[src/rtl/miner_pkg.sv]
// Shared constants and types for the miner host interface.
package miner_pkg;

  // Host word address map
  localparam int unsigned ADDR_TGT0   = 0;
  localparam int unsigned ADDR_MSG0   = 8;
  localparam int unsigned ADDR_CMD    = 27;
  localparam int unsigned ADDR_STATUS = 28;
  localparam int unsigned ADDR_NONCE  = 29;

  // STATUS register bit positions
  localparam int unsigned ST_TGT_PEND = 0;
  localparam int unsigned ST_MSG_PEND = 1;
  localparam int unsigned ST_MINING   = 2;
  localparam int unsigned ST_FOUND    = 3;
  localparam int unsigned ST_ERR      = 4;
  localparam int unsigned ST_REJECT   = 5;

  // CMD register bit positions
  localparam int unsigned CMD_TGT = 0;
  localparam int unsigned CMD_MSG = 1;

  typedef enum logic {
    StIdle,
    StMining
  } mine_state_t;

  // Field order matches the STATUS read layout (tgt_pend is bit 0)
  typedef struct packed {
    logic reject;
    logic err;
    logic found;
    logic mining;
    logic msg_pend;
    logic tgt_pend;
  } status_t;

  function automatic logic [31:0] status_word(status_t s);
    return {26'b0, s};
  endfunction

endpackage

[src/rtl/miner_req_track.sv]
// Request/acknowledge bookkeeping: pending bits, mining phase, sticky flags and irq.
module miner_req_track
  import miner_pkg::*;
(
  input  logic    clk,
  input  logic    rst,
  input  logic    cmd_wr,
  input  logic    cmd_tgt,
  input  logic    cmd_msg,
  input  logic    clr_found,
  input  logic    clr_err,
  input  logic    clr_reject,
  input  logic    loadTarget,
  input  logic    loadMsg,
  input  logic    beginSHA,
  input  logic    btcFound,
  input  logic    error,
  output logic    commit_ok,
  output status_t status,
  output logic    irq
);

  mine_state_t state;
  logic tgt_pend, msg_pend, found, err, reject, error_prev;
  logic mining, msg_ack, err_rise, reject_set;
  logic found_d, err_d, reject_d;

  // Event decode and sticky next-state; a set in the same cycle beats a W1C
  always_comb begin
    mining     = (state == StMining);
    msg_ack    = msg_pend & (loadMsg | beginSHA);
    err_rise   = error & ~error_prev;
    commit_ok  = cmd_wr & ~mining;
    reject_set = cmd_wr & mining & (cmd_tgt | cmd_msg);
    found_d    = btcFound   | (found  & ~clr_found);
    err_d      = err_rise   | (err    & ~clr_err);
    reject_d   = reject_set | (reject & ~clr_reject);
  end

  // Pending bits, mining phase, sticky flags and registered irq
  always_ff @(posedge clk or posedge rst) begin
    if (rst) begin
      state      <= StIdle;
      tgt_pend   <= 1'b0;
      msg_pend   <= 1'b0;
      found      <= 1'b0;
      err        <= 1'b0;
      reject     <= 1'b0;
      error_prev <= 1'b0;
      irq        <= 1'b0;
    end else begin
      error_prev <= error;

      // A fresh commit re-arms the request even if an ack lands the same cycle
      if (commit_ok && cmd_tgt) tgt_pend <= 1'b1;
      else if (loadTarget)      tgt_pend <= 1'b0;

      if (commit_ok && cmd_msg) msg_pend <= 1'b1;
      else if (msg_ack)         msg_pend <= 1'b0;

      unique case (state)
        StIdle:   if (msg_ack) state <= StMining;
        StMining: if (btcFound || err_rise) state <= StIdle;
        default:  state <= StIdle;
      endcase

      found  <= found_d;
      err    <= err_d;
      reject <= reject_d;
      irq    <= found_d | err_d;
    end
  end

  always_comb begin
    status          = '0;
    status.tgt_pend = tgt_pend;
    status.msg_pend = msg_pend;
    status.mining   = mining;
    status.found    = found;
    status.err      = err;
    status.reject   = reject;
  end

endmodule

[src/rtl/miner_host_if.sv]
// Host register front end for the mining controller: staging/active target and
// header, command/status registers, winning nonce capture and registered reads.
module miner_host_if
  import miner_pkg::*;
#(
  parameter int unsigned TGT_WORDS = 8,
  parameter int unsigned MSG_WORDS = 19,
  parameter int unsigned ADDR_W    = 5
) (
  input  logic                   clk,
  input  logic                   rst,
  input  logic                   wr_en,
  input  logic [ADDR_W-1:0]      wr_addr,
  input  logic [31:0]            wr_data,
  input  logic                   rd_en,
  input  logic [ADDR_W-1:0]      rd_addr,
  output logic [31:0]            rd_data,
  output logic                   newTarget,
  output logic                   newMsg,
  output logic [TGT_WORDS*32-1:0] target_out,
  output logic [MSG_WORDS*32-1:0] msg_out,
  input  logic                   loadTarget,
  input  logic                   loadMsg,
  input  logic                   beginSHA,
  input  logic                   btcFound,
  input  logic                   error,
  input  logic [31:0]            nonce_in,
  output logic                   irq
);

  logic [TGT_WORDS-1:0][31:0] tgt_stage;
  logic [MSG_WORDS-1:0][31:0] msg_stage;
  logic [31:0]                found_nonce;
  logic [31:0]                wa, ra, rd_next;
  logic                       cmd_wr, status_wr, commit_ok;
  status_t                    status;

  assign wa        = 32'(wr_addr);
  assign ra        = 32'(rd_addr);
  assign cmd_wr    = wr_en && (wa == ADDR_CMD);
  assign status_wr = wr_en && (wa == ADDR_STATUS);

  miner_req_track u_req_track (
    .clk        (clk),
    .rst        (rst),
    .cmd_wr     (cmd_wr),
    .cmd_tgt    (wr_data[CMD_TGT]),
    .cmd_msg    (wr_data[CMD_MSG]),
    .clr_found  (status_wr & wr_data[ST_FOUND]),
    .clr_err    (status_wr & wr_data[ST_ERR]),
    .clr_reject (status_wr & wr_data[ST_REJECT]),
    .loadTarget (loadTarget),
    .loadMsg    (loadMsg),
    .beginSHA   (beginSHA),
    .btcFound   (btcFound),
    .error      (error),
    .commit_ok  (commit_ok),
    .status     (status),
    .irq        (irq)
  );

  assign newTarget = status.tgt_pend;
  assign newMsg    = status.msg_pend;

  // Host writes into the staging words
  always_ff @(posedge clk or posedge rst) begin
    if (rst) begin
      tgt_stage <= '0;
      msg_stage <= '0;
    end else if (wr_en) begin
      for (int unsigned i = 0; i < TGT_WORDS; i++) begin
        if (wa == ADDR_TGT0 + i) tgt_stage[i] <= wr_data;
      end
      for (int unsigned i = 0; i < MSG_WORDS; i++) begin
        if (wa == ADDR_MSG0 + i) msg_stage[i] <= wr_data;
      end
    end
  end

  // Accepted commits copy staging into the active buses; rejected ones leave them alone
  always_ff @(posedge clk or posedge rst) begin
    if (rst) begin
      target_out <= '0;
      msg_out    <= '0;
    end else begin
      if (commit_ok && wr_data[CMD_TGT]) target_out <= tgt_stage;
      if (commit_ok && wr_data[CMD_MSG]) msg_out    <= msg_stage;
    end
  end

  // Capture the winning nonce on the success strobe
  always_ff @(posedge clk or posedge rst) begin
    if (rst) begin
      found_nonce <= '0;
    end else if (btcFound) begin
      found_nonce <= nonce_in;
    end
  end

  // Read mux; unmapped and write-only addresses read as zero
  always_comb begin
    rd_next = '0;
    for (int unsigned i = 0; i < TGT_WORDS; i++) begin
      if (ra == ADDR_TGT0 + i) rd_next = tgt_stage[i];
    end
    for (int unsigned i = 0; i < MSG_WORDS; i++) begin
      if (ra == ADDR_MSG0 + i) rd_next = msg_stage[i];
    end
    if (ra == ADDR_STATUS) rd_next = status_word(status);
    if (ra == ADDR_NONCE)  rd_next = found_nonce;
  end

  // Registered read data, held between reads
  always_ff @(posedge clk or posedge rst) begin
    if (rst) begin
      rd_data <= '0;
    end else if (rd_en) begin
      rd_data <= rd_next;
    end
  end

endmodule
[config.mk]
export PLATFORM = sky130hd
export DESIGN_NAME = miner_host_if
export DESIGN_NICKNAME = d
export VERILOG_FILES = /design/src/rtl/miner_pkg.sv /design/src/rtl/miner_req_track.sv /design/src/rtl/miner_host_if.sv
export SDC_FILE = /design/constraint.sdc
export NUM_CORES = 2
export LEC_CHECK = 0
export CELL_PAD_IN_SITES_DETAIL_PLACEMENT = 0
export CELL_PAD_IN_SITES_GLOBAL_PLACEMENT = 2
export CORE_MARGIN = 2
export CORE_UTILIZATION = 42
export CTS_BUF_LIST = sky130_fd_sc_hd__clkbuf_2 sky130_fd_sc_hd__clkbuf_4 sky130_fd_sc_hd__clkbuf_8
export CTS_CLUSTER_DIAMETER = 30
export CTS_CLUSTER_SIZE = 12
export DETAILED_ROUTE_END_ITERATION = 7
export DONT_BUFFER_PORTS = 1
export PLACE_DENSITY = 0.85
export SYNTH_ARGS = -nofsm -noshare
export SYNTH_HDL_FRONTEND = slang
export SYNTH_HIERARCHICAL = 1
export SYNTH_SLANG_ARGS = --single-unit
[constraint.sdc]
create_clock -name clk -period 61.7 [get_ports clk]
set_input_delay 15.425 -clock clk [delete_from_list [all_inputs] [get_ports clk]]
set_output_delay 15.425 -clock clk [all_outputs]
set_load 0.01 [all_outputs]
==> metrics.txt <==
status=complete, no violations; Avg Cell Area, Syn=14.3 um^2; Wirelength per Cell=40.2 um; HP Start=msg_stage[281]; register area share after synthesis=0.606; num ports=982; largest net degree at the start of global routing=202; launch point of the worst path=wr_addr[3]; die width=425 um; cell taking the most area after synthesis=dfrtp_1; Synth top area share=0.606; Peak VDD IR=0.0000187 V; worst path required time=62.65 ns; switching power=0.916 mW; number of warnings issued by yosys=6; Post-synth EDFFs=0; Post-CTS Setup Inserts=0; Synth Instances=5194; Overall Power=3.38 mW; cts hold-fix bufs=0; fin crit period=19.25 ns; TritonCTS Buffers=408; Post-synth top cells=dfrtp_1 (1800), mux2_2 (1762), clkbuf_1 (206), nand2_1 (143), o21ai_0 (131); origin of the critical flop-to-flop path=u_req_track/mining; Arrival @ worst endpoint=20.19 ns; most frequent cell after synthesis=dfrtp_1; CTS Sinks=1800; Worst-Margin Slew=1.43 ns; CTS root buf=clkbuf_8; Main synth FF type=dfrtp_1; clk_lat worst skew=1.12 ns; Clock Skew=0.0795 ns; fmax=52.0 MHz; CORE AREA=176000 um^2; Final period util=0.312; vias in the first global route=49700; Site Rows=154; P&R area growth vs syn=16.2%; Max-Cap Viols=0; switching share of total power=0.271; Leak=41.1 nW; port bufs=0; power density over the cells=39.1 nW/um^2; initial DRC count=4868; setup tns final=0 ns; CTS tree=done; die height=425 um; DP HPWL=216000 um; first-pass GRT wire length=432000 um; drt drc=0; Yosys cell types=80; Critical Path Sink Type=register; PostCTS Resize Cnt=0; vias per cell=6.18; Placer Congestion=0.898; count of state elements after synthesis=1800; Post-layout nets=5394; total track usage=0.351; largest fanout on the critical path=84; final-report setup violation count=0; DIE AREA=180000 um^2; crit path kind=primary input to register; DR vias=49400; Cell Area, Synth=74300 um^2; clock share of power=0.465; Starting Density=0.423; Hold Path Class=register to register; Max-slew headroom=0.0393; Reg power frac=0.455; Slew Viols, Final=0; layout cell share with drive strength beyond 1=0.479; first drt pass iteration count=8; initial antenna violation count=30; largest cells by area after synthesis=dfrtp_1 (61%), mux2_2 (27%), a22oi_1 (1.1%); CTS max path bufs=4; Synth Net Count=5277; Total Routed Length=321000 um; Final Hold Viols=0; antenna viol nets, final=0; combinational share of power=0.080; Post-synth ARST share=1.00; Reg clk slew, reported paths=0.07 ns; crit path launch type=primary input; Pint=2.46 mW; H-tree levels=5; RSZ-0062 raised after global routing=no; grt total ovfl=0; final hold slack=0.476 ns
-- cell families after synthesis --
| family | count (synthesis) | share of synthesized area |
|---|---|---|
| AOI/OAI and AO/OA | 653 | 0.0589 |
| and+or+nand+nor | 499 | 0.0327 |
| buffers and inverters | 414 | 0.0244 |
| muxes | 1828 | 0.278 |
| DFF | 1800 | 0.606 |
-- metrics by stage --
stage	setup WS, ns	utilization	cells	area [um^2]
6_report	42.45	0.491	7992	86400
5_1_grt	42.33	0.491	7981	86300
4_1_cts	42.64	0.491	7971	86300
3_5_place_dp	41.48	0.436	7241	76700
3_3_place_gp	41.55	0.436	7241	76700
2_1_floorplan	21.42	-	5194	74300
-- flip-flops by register name, summed over array words and instances (netlist names) --
register and flops:
tgt_stage 256, msg_out 608, u_req_track/err 1, rd_data 32, u_req_track/mining 1, u_req_track/reject 1, u_req_track/error_prev 1, u_req_track/found 1
found_nonce 32, u_req_track/msg_pend 1, target_out 256, msg_stage 608, u_req_track/irq 1, u_req_track/tgt_pend 1
-- critical path: stages --
cell	delay [ns]
nor2b_1	0.23
nand3_1	0.27
nor2_1	0.17
nor2b_2	0.23
nand2_4	0.65
buf_4	0.78
buf_4	0.97
buf_4	0.74
mux2_2	0.42
-- power groups by stage --
stage | clock network (mW) | registers, mW | logic [mW]
4_1_cts | 1.58 | 1.53 | 0.271
3_3_place_gp | 0 | 1.55 | 0.260
5_1_grt | 1.64 | 1.55 | 0.291
2_1_floorplan | 0 | 1.47 | 0.210
3_5_place_dp | 0 | 1.55 | 0.269
6_report | 1.57 | 1.54 | 0.271
-- metal layers --
| layer | GRT usage | vias up | wire [um] |
|---|---|---|---|
| met4 | 0.226 | 4 | 23700 |
| met2 | 0.544 | 2823 | 147000 |
| met1 | 0.407 | 26400 | 115000 |
| met3 | 0.134 | 793 | 34600 |
| li1 | - | 19400 | - |
| met5 | 0 | - | 27 |
-- cells in the final DEF (no fill, tap or decap), drive strengths merged, types with 18 or more instances in the layout --
cell      netlist  routed
inv            17      31
a222oi         18      18
a22oi         111     111
o221ai         19      19
o21ai         141     141
dfrtp        1800    1800
clkinv          2      87
buf           189     102
mux2         1763    1763
nor2b          29      29
a31oi          34      34
bufinv          0      54
nand4          25      25
clkbuf        206     535
o22ai          47      47
nor3           48      48
a21oi         128     128
nand2         144     144
o211ai         19      19
mux2i          52      52
clkinvlp        0      42
nand3          47      47
a221oi         31      31
nor2          136     136
diode           0      21
-- worst paths after layout --
check                           depth (start not counted)  slack (ns)               to
worst max-delay path                                    9       42.45     msg_out[522]
min in group asynchronous                               1       14.16  u_req_track/err
max in group asynchronous                               5       43.08   tgt_stage[207]
worst max register to register                          6       57.13     msg_out[522]
worst min-delay path                                    1        0.48     msg_out[281]
worst min register to register                          1        0.48     msg_out[281]
-- area by class of cell --
class                   count  area (um^2)
clock inverters           195         2560
multi-input cells        2980        27800
fillers                 15100        89600
well taps                2340         2930
diodes                     21         52.6
flip-flops and latches   1800        45000
inverters                  19         75.1
repair buffers            102          828
clock buffers             535         7040
Note: power is estimated with default switching activity, not from simulation.
